<file path="config.mk">
export PLATFORM = sky130hd
export DESIGN_NAME = pll_seq
export DESIGN_NICKNAME = d
export VERILOG_FILES = /design/src/rtl/pll_seq.sv
export SDC_FILE = /design/constraint.sdc
export NUM_CORES = 1
export LEC_CHECK = 0
export CAP_MARGIN = 20
export CORE_ASPECT_RATIO = 0.75
export CORE_UTILIZATION = 50
export CTS_BUF_LIST = sky130_fd_sc_hd__clkbuf_8
export DETAILED_ROUTE_END_ITERATION = 6
export PLACE_DENSITY = 0.73
export SYNTH_ARGS = -nofsm -noshare
export SYNTH_HDL_FRONTEND = slang
export SYNTH_SLANG_ARGS = --single-unit
</file>
<file path="constraint.sdc">
create_clock -name clk -period 4.2 [get_ports clk]
set_clock_uncertainty 0.05 [all_clocks]
set_input_delay 0.63 -clock clk [delete_from_list [all_inputs] [get_ports clk]]
set_output_delay 0.63 -clock clk [all_outputs]
set_load 0.01 [all_outputs]
</file>
<file path="src/rtl/pll_seq.sv">
`default_nettype none
// ============================================================================
// Module   : pll_seq
// Purpose  : rPLL reset/lock sequencer with lock qualification, retry on
//            timeout or lock loss, and handshaked phase/duty updates.
// Revision : 1.0
// ============================================================================
module pll_seq #(
    parameter int RST_CYCLES   = 16,
    parameter int LOCK_STABLE  = 255,
    parameter int LOCK_TIMEOUT = 65535,
    parameter int MAX_RETRY    = 3
) (
    input  logic       clk,
    input  logic       reset_n,
    input  logic       pll_lock,
    output logic       pll_reset,
    output logic [3:0] pll_psda,
    output logic [3:0] pll_dutyda,
    input  logic       cfg_valid,
    input  logic [3:0] cfg_psda,
    input  logic [3:0] cfg_dutyda,
    output logic       cfg_ready,
    output logic       clk_ok,
    output logic       fail,
    output logic [1:0] retry_cnt
);

    localparam int RC_W = (RST_CYCLES   > 1) ? $clog2(RST_CYCLES)   : 1;
    localparam int ST_W = (LOCK_STABLE  > 1) ? $clog2(LOCK_STABLE)  : 1;
    localparam int TO_W = (LOCK_TIMEOUT > 1) ? $clog2(LOCK_TIMEOUT) : 1;

    localparam logic [RC_W-1:0] RC_LAST  = RC_W'(RST_CYCLES - 1);
    localparam logic [ST_W-1:0] ST_LAST  = ST_W'(LOCK_STABLE - 1);
    localparam logic [TO_W-1:0] TO_LAST  = TO_W'(LOCK_TIMEOUT - 1);
    localparam logic [1:0]      RETRY_MX = 2'(MAX_RETRY);

    typedef enum logic [2:0] {
        ST_RST_PLL   = 3'd0,
        ST_WAIT_LOCK = 3'd1,
        ST_RUN       = 3'd2,
        ST_APPLY     = 3'd3,
        ST_FAILED    = 3'd4
    } state_t;

    state_t          state_q, state_d;
    logic            lock_meta_q, lock_s_q;
    logic [RC_W-1:0] cyc_q, cyc_d;
    logic [ST_W-1:0] stab_q, stab_d;
    logic [TO_W-1:0] tout_q, tout_d;
    logic [1:0]      retry_q, retry_d;
    logic [3:0]      psda_q, psda_d;
    logic [3:0]      duty_q, duty_d;
    logic            pll_reset_q, clk_ok_q, fail_q;

    logic [1:0]      retry_inc;
    state_t          retry_tgt;

    // pll_lock is asynchronous to clk; only lock_s_q feeds decisions.
    always_ff @(posedge clk or negedge reset_n) begin
        if (!reset_n) begin
            lock_meta_q <= 1'b0;
            lock_s_q    <= 1'b0;
        end else begin
            lock_meta_q <= pll_lock;
            lock_s_q    <= lock_meta_q;
        end
    end

    assign retry_inc = (retry_q == 2'd3) ? 2'd3 : retry_q + 2'd1;
    assign retry_tgt = (retry_inc == RETRY_MX) ? ST_FAILED : ST_RST_PLL;
    assign cfg_ready = (state_q == ST_RUN) && lock_s_q;

    always_comb begin
        state_d = state_q;
        cyc_d   = '0;
        stab_d  = '0;
        tout_d  = '0;
        retry_d = retry_q;
        psda_d  = psda_q;
        duty_d  = duty_q;

        case (state_q)
            ST_RST_PLL: begin
                if (cyc_q == RC_LAST) begin
                    state_d = ST_WAIT_LOCK;
                end else begin
                    cyc_d = cyc_q + RC_W'(1);
                end
            end

            ST_WAIT_LOCK: begin
                tout_d = tout_q + TO_W'(1);
                stab_d = lock_s_q ? (stab_q + ST_W'(1)) : '0;
                // A qualified lock takes priority over a coincident timeout.
                if (lock_s_q && (stab_q == ST_LAST)) begin
                    state_d = ST_RUN;
                    retry_d = 2'd0;
                end else if (tout_q == TO_LAST) begin
                    state_d = retry_tgt;
                    retry_d = retry_inc;
                end
            end

            ST_RUN: begin
                if (!lock_s_q) begin
                    state_d = retry_tgt;
                    retry_d = retry_inc;
                end else if (cfg_valid && cfg_ready) begin
                    state_d = ST_APPLY;
                    psda_d  = cfg_psda;
                    duty_d  = cfg_dutyda;
                end
            end

            ST_APPLY: begin
                if (cyc_q == RC_LAST) begin
                    if (lock_s_q) begin
                        state_d = ST_RUN;
                    end else begin
                        state_d = retry_tgt;
                        retry_d = retry_inc;
                    end
                end else begin
                    cyc_d = cyc_q + RC_W'(1);
                end
            end

            ST_FAILED: begin
                state_d = ST_FAILED;
            end

            default: begin
                state_d = ST_RST_PLL;
            end
        endcase
    end

    // Flag outputs are decoded from the next state so they move on the
    // same edge as the state register.
    always_ff @(posedge clk or negedge reset_n) begin
        if (!reset_n) begin
            state_q     <= ST_RST_PLL;
            cyc_q       <= '0;
            stab_q      <= '0;
            tout_q      <= '0;
            retry_q     <= 2'd0;
            psda_q      <= 4'b0000;
            duty_q      <= 4'b1000;
            pll_reset_q <= 1'b1;
            clk_ok_q    <= 1'b0;
            fail_q      <= 1'b0;
        end else begin
            state_q     <= state_d;
            cyc_q       <= cyc_d;
            stab_q      <= stab_d;
            tout_q      <= tout_d;
            retry_q     <= retry_d;
            psda_q      <= psda_d;
            duty_q      <= duty_d;
            pll_reset_q <= (state_d == ST_RST_PLL) || (state_d == ST_FAILED);
            clk_ok_q    <= (state_d == ST_RUN);
            fail_q      <= (state_d == ST_FAILED);
        end
    end

    assign pll_reset  = pll_reset_q;
    assign pll_psda   = psda_q;
    assign pll_dutyda = duty_q;
    assign clk_ok     = clk_ok_q;
    assign fail       = fail_q;
    assign retry_cnt  = retry_q;

endmodule
`default_nettype wire

</file>
==> metrics, run 1 <==
Die H=58.7 um; Area Growth Syn to Fin=18.1%; synthesized area=about 2100 sq um; vias in the first global route=1460; CTS tree=built; Arrival @ worst endpoint=1.88 ns; DPL Wire Length=2800 um; Post-synth EDFFs=0; Worst Tran Pin Value=0.643 ns; row cnt=20; RSZ-0062 raised after global routing=no; Worst-Skew Late Latency=0.31 ns; Seq/Total Area, Yosys=53.9%; pwr/cell area=approximately 290 nW/um^2; CP cell instances=nand2b_2, nor3b_4, clkdlybuf4s50_1; Starting Density=52.5%; cell family with most CP delay=buffers and inverters; worst reg2reg startpoint=state_q[2]; critical path class=reg -> out; DP Area=approximately 2400 sq um; IO Pins=26; GPL Wtd Cong=0.986; final worst path period share=about three fifths; critical path peak fanout=10; DR vias=roughly 1500; Peak VDD IR=0.000167 V; total gr overflow=0; CP Buf/Inv Count=1; top cell type's share of synthesized area=51.5%; Final Max Slew Viols=0; Most used DFF post-synth=dfrtp_1; Slowest cell on crit path=clkdlybuf4s50_1; final instance area=2530 sq um; Post-CTS Hold Fix Bufs=0; die area=~4500 sq um; Max Cap Viol=0; asr flop ratio synth=100%; post-synth cell types=39; share of cells above drive strength 1=between 10% and 20%; CTS Buf Count=5; GRT Total Usage=19.3%; final hold vios=0; Area contributors post-synth=dfrtp_1 (51%), xor2_1 (6.1%), nor2_1 (4.9%); TritonCTS Sinks=46; R2R depth=4; 1st-pass router iterations=4; top cells by count, synth=dfrtp_1 (44), nor2_1 (28), xor2_1 (15); crit path time final=2.56 ns; Yosys top cell by area=dfrtp_1; R2R Path End=tout_q[12]; buffers added on ports=25; Ys Warns=0; Horiz. Die Dim=between 70 and 80 um; crit end category=output pin; Reg clk slew, reported paths=0.09 ns; DRC Markers=0; Avg Cell Area, Syn=11.1 sq um; largest net degree at the start of global routing=47; first-pass GRT wire length=6620 um; Worst Setup Start Kind=flip-flop; remaining antenna violation count=0; HP Class=in -> async; Data required, critical path=3.52 ns; Routed WL=3920 um; core region area=4080 sq um; post-synthesis register bit count=46; clk buf depth=2; Final setup viols=0; vias per cell=around 5.5; initial antenna violation count=0; Fmax=391 MHz; number of H-tree levels=2; WL/cell=between 10 and 15 um; Mapped Nets=210; clk root buf=clkbuf_8; final net count=239; fin cells=between 200 and 300; FF-to-FF setup slack=~2.2 ns; cell with the most instances after synthesis=dfrtp_1; Setup TNS=0 ns; diode count=0; post-cts sizing count=0; dpl cells=269; status=completed; worst slack at placement=1.99 ns; slew margin rel.=57.0%; final setup margin=1.64 ns; Initial DRC Count=78; Util after Layout=about 62%; Cells after Synth=between 150 and 200; Setup Buffers After CTS=0; Leakage=1.14 nW; Max stage delay on crit path=0.56 ns
how the worst max path moves through the flow:
stage,startpoint,endpoint,cells after the start
CTS,state_q[2],cfg_ready,3
floorplan,cyc_q[0],retry_cnt[0],5
finish,state_q[2],cfg_ready,3
global route,state_q[2],cfg_ready,3
global placement,state_q[2],cfg_ready,3
detailed placement,state_q[2],cfg_ready,3
per-stage QoR:
step	hold WS [ns]	power, W
2_1_floorplan	0.281	0.000463
3_3_place_gp	0.295	0.000483
3_5_place_dp	0.301	0.000485
4_1_cts	0.318	0.000739
5_1_grt	0.0463	0.000762
6_report	0.0601	0.000733
power by group:
group          total [W]  switching [W]  internal, W
registers       0.000450     0.00000449     0.000446
clock network   0.000256       0.000143     0.000113
logic          0.0000271      0.0000137    0.0000134
metal layers:
metal	up-vias	track usage, %	wire (um)
met5	-	0	0
met1	747	24.1	1800
met4	0	8.63	85
met2	45	30.7	1820
li1	734	-	-
met3	11	6.98	210
logic make-up (layout without fill, tap and decap cells):
logic type,Yosys count,in the layout,share of synthesized area (%)
buf+inv,10,40,2.46
flops,46,46,53.9
xor+xnor,18,18,7.37
compound gates,22,22,7.19
fa+ha+maj,5,5,2.92
simple gates,83,83,21.4
mux,9,9,4.74
sequential cells by signal (all words and copies together), names as in the netlist:
register / cells
state_q: 3
pll_psda: 4
clk_ok: 1
pll_dutyda: 4
stab_q: 8
retry_cnt: 2
cyc_q: 4
lock_s_q: 1
fail: 1
lock_meta_q: 1
tout_q: 16
pll_reset: 1
cells in the final DEF, fill, tap and decap left out, types with 3 or more instances in the layout:
master | netlist | layout
xnor2_1 | 3 | 3
clkdlybuf4s50_1 | 0 | 24
o21ai_0 | 3 | 3
nor2_1 | 28 | 28
dfrtp_1 | 44 | 44
and4_1 | 5 | 5
nand4_1 | 7 | 7
a21oi_1 | 6 | 6
inv_1 | 6 | 7
and3_1 | 4 | 4
mux2_2 | 9 | 9
nor3_1 | 4 | 4
nand3_1 | 11 | 11
nand2_1 | 11 | 11
ha_1 | 5 | 5
clkbuf_8 | 0 | 5
xor2_1 | 15 | 15
area by class of cell:
cell class | instances | area [sq um]
Fill cell | 313 | 1550
Sequential cell | 46 | 1150
Multi-Input combinational cell | 137 | 933
Timing Repair Buffer | 26 | 265
Clock buffer | 5 | 68.8
Tap cell | 55 | 68.8
Inverter | 6 | 22.5
Clock inverter | 3 | 13.8
Power figures use the tool's default switching activity.
==> run 2, diff against run 1 <==
--- a/config.mk
+++ b/config.mk
@@ -10,7 +10,7 @@
 export CORE_UTILIZATION = 50
 export CTS_BUF_LIST = sky130_fd_sc_hd__clkbuf_8
 export DETAILED_ROUTE_END_ITERATION = 6
-export PLACE_DENSITY = 0.73
+export PLACE_DENSITY = 0.76
 export SYNTH_ARGS = -nofsm -noshare
 export SYNTH_HDL_FRONTEND = slang
 export SYNTH_SLANG_ARGS = --single-unit
==> constraint.sdc (replaced) <==
create_clock -name clk -period 2.3 [get_ports clk]
set_clock_uncertainty 0.05 [all_clocks]
set_input_delay 0.345 -clock clk [delete_from_list [all_inputs] [get_ports clk]]
set_output_delay 0.345 -clock clk [all_outputs]
set_load 0.01 [all_outputs]
==> run 2 against run 1 <==
Compared with the run above: design area grew 0.20%; largest cell class unchanged; via count shrank 4.2%; flip-flop and latch count is the same.
==> metrics, run 2 (same netlist as run 1, synthesis figures left out) <==
Area Growth Syn to Fin=18.3%; Die H=58.7 um (unchanged); Arrival @ worst endpoint=1.81 ns (-0.07 ns); DRC Markers=0 (unchanged); Fmax=453 MHz; remaining antenna violation count=0 (unchanged); Reg clk slew, reported paths=0.08 ns (about the same); first-pass GRT wire length=6110 um (-7.6%); Reg with most FFs=tout_q; R2R depth=5 (+1); FF-to-FF setup slack=0.54 ns (-1.69 ns); final hold vios=0 (unchanged); clk root buf=clkbuf_8; CTS tree=built; Post-CTS Hold Fix Bufs=0 (unchanged); crit path time final=2.21 ns; critical path peak fanout=10 (unchanged); crit end category=output pin; buffers added on ports=25 (unchanged); Setup Buffers After CTS=0 (unchanged); Tot Pwr=0.00137 W (+87%); WL/cell=12.8 um (-9.4%); largest net degree at the start of global routing=47 (unchanged); critical path class=reg -> out; Horiz. Die Dim=77.5 um (unchanged); Max Cap Viol=0 (unchanged); vias in the first global route=1323 (-9.4%); commonest non-fill, non-tap cell in the layout=dfrtp_1; die area=4550 sq um (unchanged); Leakage=1.14 nW (+0.22%); max FFs per register=16 (unchanged); final worst path period share=between 90% and 100%; initial antenna violation count=0 (unchanged); commonest non-fill, non-tap cells in the layout=dfrtp_1 (43), nor2_1 (28), clkdlybuf4s50_1 (24), xor2_1 (15); CTS Buf Count=5 (unchanged); launching element of the worst setup path=state_q[2]; core region area=4080 sq um (unchanged); row cnt=20 (unchanged); HP Class=in -> async; clk buf depth=2 (unchanged); diode count=0 (unchanged); Worst Tran Pin Value=0.570 ns (-0.0729 ns); Worst Setup EP=cfg_ready; number of H-tree levels=2 (unchanged); Setup TNS=0 ns (unchanged); Final setup viols=0 (unchanged); TritonCTS Sinks=46 (unchanged); status=completed; R2R Path End=retry_cnt[0]; share of cells above drive strength 1=13.8% (+0.83 points); Regs by FF count=tout_q x16, stab_q x8; Starting Density=52.5% (unchanged); GPL Wtd Cong=0.811 (-18%); DR vias=1472 (-4.2%); IO Pins=26 (unchanged); Data required, critical path=1.90 ns (-1.62 ns); final net count=240 (+0.42%); Routed WL=3560 um (-9.1%); total gr overflow=0 (unchanged); DPL Wire Length=2510 um (-10%); Peak VDD IR=0.000445 V (+170%); vias per cell=5.28 (-4.6%); pwr/cell area=541 nW/um^2 (+87%); GRT Total Usage=17.7% (-1.7 points); worst reg2reg startpoint=cyc_q[0]; Worst Setup Start Kind=flip-flop; RSZ-0062 raised after global routing=no; Final Max Slew Viols=0 (unchanged); 1st-pass router iterations=4 (unchanged); Initial DRC Count=49 (-37%); Worst-Skew Late Latency=0.30 ns (about the same); slew margin rel.=62.0% (+5.0 points)
==> run 2: cell count changes in the layout (fill, tap and decap cells not counted) <==
cell      before  now
buf_12         1    0
buf_4          0    2
clkbuf_8       5    6
clkinv_2       2    1
dfrtp_1       44   43
dfrtp_2        0    1
==> run 2: worst min path at each step <==
stage                           start  slack (ns)         to
after floorplan               reset_n     -0.0006     clk_ok
after global placement    lock_meta_q        0.28   lock_s_q
after detailed placement  lock_meta_q        0.29   lock_s_q
after CTS                     reset_n        0.09  stab_q[4]
after global routing          reset_n        0.11   lock_s_q
final                         reset_n        0.07  stab_q[3]
==> run 2: worst max-delay path, stage by stage, from the launching register on <==
cell,delay [ns]
dfrtp_2,0.49
nand2b_2,0.24
nor3b_4,0.22
clkdlybuf4s50_1,0.56
==> run 2: per-layer routing <==
metal | share of wire (%) | wire, um | GRT usage [%]
met5 | 0 | 0 | 0
met4 | 1.6 | 56 | 6.47
met3 | 5.5 | 197 | 4.65
met2 | 39 | 1380 | 25.2
met1 | 54 | 1930 | 26.1
==> run 2: timing repair <==
item	in CTS	in global routing
endpoints found under the hold margin	0	0
endpoints found under the setup margin	0	1
resized for setup	0	1
==> run 2: power breakdown <==
part | switching, W | total [W] | internal, W
Combinational | 0.0000241 | 0.0000460 | 0.0000219
Sequential | 0.00000824 | 0.000822 | 0.000814
Clock | 0.000264 | 0.000502 | 0.000238
Total | 0.000296 | 0.00137 | 0.00107
==> run 2: per-stage QoR <==
stage          hold slack [ns]  utilization, %  cell area (sq um)  std cells  setup slack, ns
3_3_place_gp             0.284            59.8               2440        271            0.408
3_5_place_dp             0.287            59.8               2440        271            0.379
6_report                0.0706            62.1               2530        279           0.0915
5_1_grt                  0.115            62.1               2530        279           0.0222
4_1_cts                 0.0889            62.0               2530        279           0.0429
2_1_floorplan        -0.000591               -               2140        193            0.640
==> run 2: layout make-up <==
cell class	instances	area [sq um]
inverter	6	22.5
multi-input combinational	137	933
fill	333	1550
tap	55	68.8
clock buffer	6	82.6
sequential	46	1150
timing repair buffer	27	260
clock inverter	2	8.76
==> run 3, diff against run 2 <==
--- a/config.mk
+++ b/config.mk
@@ -10,7 +10,7 @@
 export CORE_UTILIZATION = 50
 export CTS_BUF_LIST = sky130_fd_sc_hd__clkbuf_8
 export DETAILED_ROUTE_END_ITERATION = 6
-export PLACE_DENSITY = 0.76
+export PLACE_DENSITY = 0.73
 export SYNTH_ARGS = -nofsm -noshare
 export SYNTH_HDL_FRONTEND = slang
 export SYNTH_SLANG_ARGS = --single-unit
==> constraint.sdc (replaced) <==
create_clock -name clk -period 2.5 [get_ports clk]
set_clock_uncertainty 0.05 [all_clocks]
set_input_delay 0.375 -clock clk [delete_from_list [all_inputs] [get_ports clk]]
set_output_delay 0.375 -clock clk [all_outputs]
set_load 0.01 [all_outputs]
==> run 3 against run 2 <==
Compared with the run above: non-clock buffer count rose by 1; highest routed layer unchanged; die area did not move; setup slack improved by 0.10 ns; first-iteration DRC count is 76% higher; core utilization is 0.67 points higher; critical endpoint unchanged; clock power up 8.2%.
==> metrics, run 3 (same netlist as run 1, synthesis figures left out) <==
Reg clk slew, reported paths=0.09 ns (about the same); cell family with most CP delay=buffers and inverters; DR vias=1563 (+6.2%); initial antenna violation count=0 (unchanged); status=completed; CP cell instances=nand2b_2, nor3b_4, clkdlybuf4s50_1; Max Cap Viol=0 (unchanged); 1st-pass router iterations=4 (unchanged); pwr/cell area=525 nW/um^2 (-3.0%); critical path peak fanout=10 (unchanged); Worst Setup Start Kind=flip-flop; worst reg2reg startpoint=state_q[2]; DP Area=2440 sq um (unchanged); R2R depth=4 (-1); FF-to-FF setup slack=0.67 ns (+0.13 ns); GRT Total Usage=20.3% (+2.6 points); Regs by FF count=tout_q x16, stab_q x8; post-cts sizing count=0 (unchanged); share of cells above drive strength 1=13.3% (-0.51 points); total gr overflow=0 (unchanged); first-pass GRT wire length=6800 um (+11%); final net count=241 (+0.42%); clk root buf=clkbuf_8; Horiz. Die Dim=77.5 um (unchanged); Slowest cell on crit path=clkdlybuf4s50_1; slew margin rel.=65.8% (+3.8 points); Starting Density=52.5% (unchanged); Arrival @ worst endpoint=1.88 ns (+0.07 ns); DPL Wire Length=3120 um (+24%); combinational share of power=3.3% (about the same); Sw Pwr=0.000280 W (-5.5%); clk buf depth=2 (unchanged); critical path class=reg -> out; Area Growth Syn to Fin=19.6%; Worst-Skew Late Latency=0.31 ns (about the same); Max stage delay on crit path=0.56 ns (about the same); commonest non-fill, non-tap cells in the layout=dfrtp_1 (44), nor2_1 (28), clkdlybuf4s50_1 (24), xor2_1 (15); Initial DRC Count=86 (+76%); launching element of the worst setup path=state_q[2]; CP Buf/Inv Count=1 (unchanged); HP Class=reg -> reg; Final setup viols=0 (unchanged); WP depth=3 (unchanged); Peak VDD IR=0.000345 V (-22%); number of H-tree levels=2 (unchanged); final hold vios=0 (unchanged); Data required, critical path=2.08 ns (+0.18 ns); Hold Crit Start=lock_meta_q; final worst path period share=92.3%; max FFs per register=16 (unchanged); Leakage=1.15 nW (+0.79%); final instance area=2560 sq um (+1.1%); buffers added on ports=25 (unchanged); TritonCTS Sinks=46 (unchanged); P_int=0.00106 W (-0.92%); clock power share=40.4% (+3.8 points); crit end category=output pin; Setup Buffers After CTS=0 (unchanged); Final Max Slew Viols=0 (unchanged); vias in the first global route=1508 (+14%); remaining antenna violation count=0 (unchanged); Hold Path Stages=0; largest net degree at the start of global routing=25 (-47%); Post-CTS Hold Fix Bufs=1 (+1); switch share=20.8% (-0.80 points); crit path time final=approximately 2.3 ns; vias per cell=5.58 (+5.8%); GPL Wtd Cong=1.01 (+25%); Worst Tran Pin Value=0.507 ns (-0.0632 ns); IO Pins=26 (unchanged); WL/cell=15.0 um (+17%); core region area=4080 sq um (unchanged); Setup TNS=0 ns (unchanged); RSZ-0062 raised after global routing=no; diode count=0 (unchanged); Fmax=433 MHz; Reg with most FFs=tout_q; CTS Buf Count=5 (unchanged); Routed WL=4190 um (+18%); commonest non-fill, non-tap cell in the layout=dfrtp_1; row cnt=20 (unchanged); DRC Markers=0 (unchanged); CTS tree=built; die area=4550 sq um (unchanged); Flop pwr share=56.3% (-3.7 points); Die H=58.7 um (unchanged)
==> run 3: cell type report <==
class	count	area (sq um)
Sequential cell	46	1150
Tap cell	55	68.8
Inverter	6	22.5
Fill cell	326	1520
Timing Repair Buffer	28	270
Clock buffer	5	68.8
Multi-Input combinational cell	137	933
Clock inverter	3	41.3
==> run 3: power by group through the flow <==
stage / Sequential (W) / Clock (W) / Combinational (W)
floorplan: 0.000770 / 0 / 0.00000897
global placement: 0.000771 / 0 / 0.0000416
detailed placement: 0.000771 / 0 / 0.0000441
CTS: 0.000757 / 0.000555 / 0.0000456
global route: 0.000758 / 0.000592 / 0.0000494
finish: 0.000757 / 0.000543 / 0.0000443
==> run 3: through the flow <==
step                util, %  hold slack (ns)  total power [W]  setup WS (ns)  cells
floorplan                 -           0.0294         0.000779          0.840    193
finish                 62.7            0.313          0.00134          0.192    280
CTS                    62.7            0.315          0.00136          0.198    280
detailed placement     59.8            0.296         0.000815          0.534    271
global route           62.7            0.327          0.00140          0.123    280
global placement       59.8            0.287         0.000812          0.582    271
==> run 3: worst paths after layout <==
path                                    end
worst min-delay path               lock_s_q
worst max register to register   tout_q[13]
worst min register to register     lock_s_q
min in group asynchronous          cyc_q[3]
worst max-delay path              cfg_ready
max in group asynchronous       lock_meta_q
==> run 3: per-layer routing <==
metal  track usage [%]  wire [um]  vias up
met5                 0          0        -
met1              23.7       1800      771
met4              9.97         74        0
met2              34.5       2060       42
li1                  -          -      742
met3              6.36        264        8
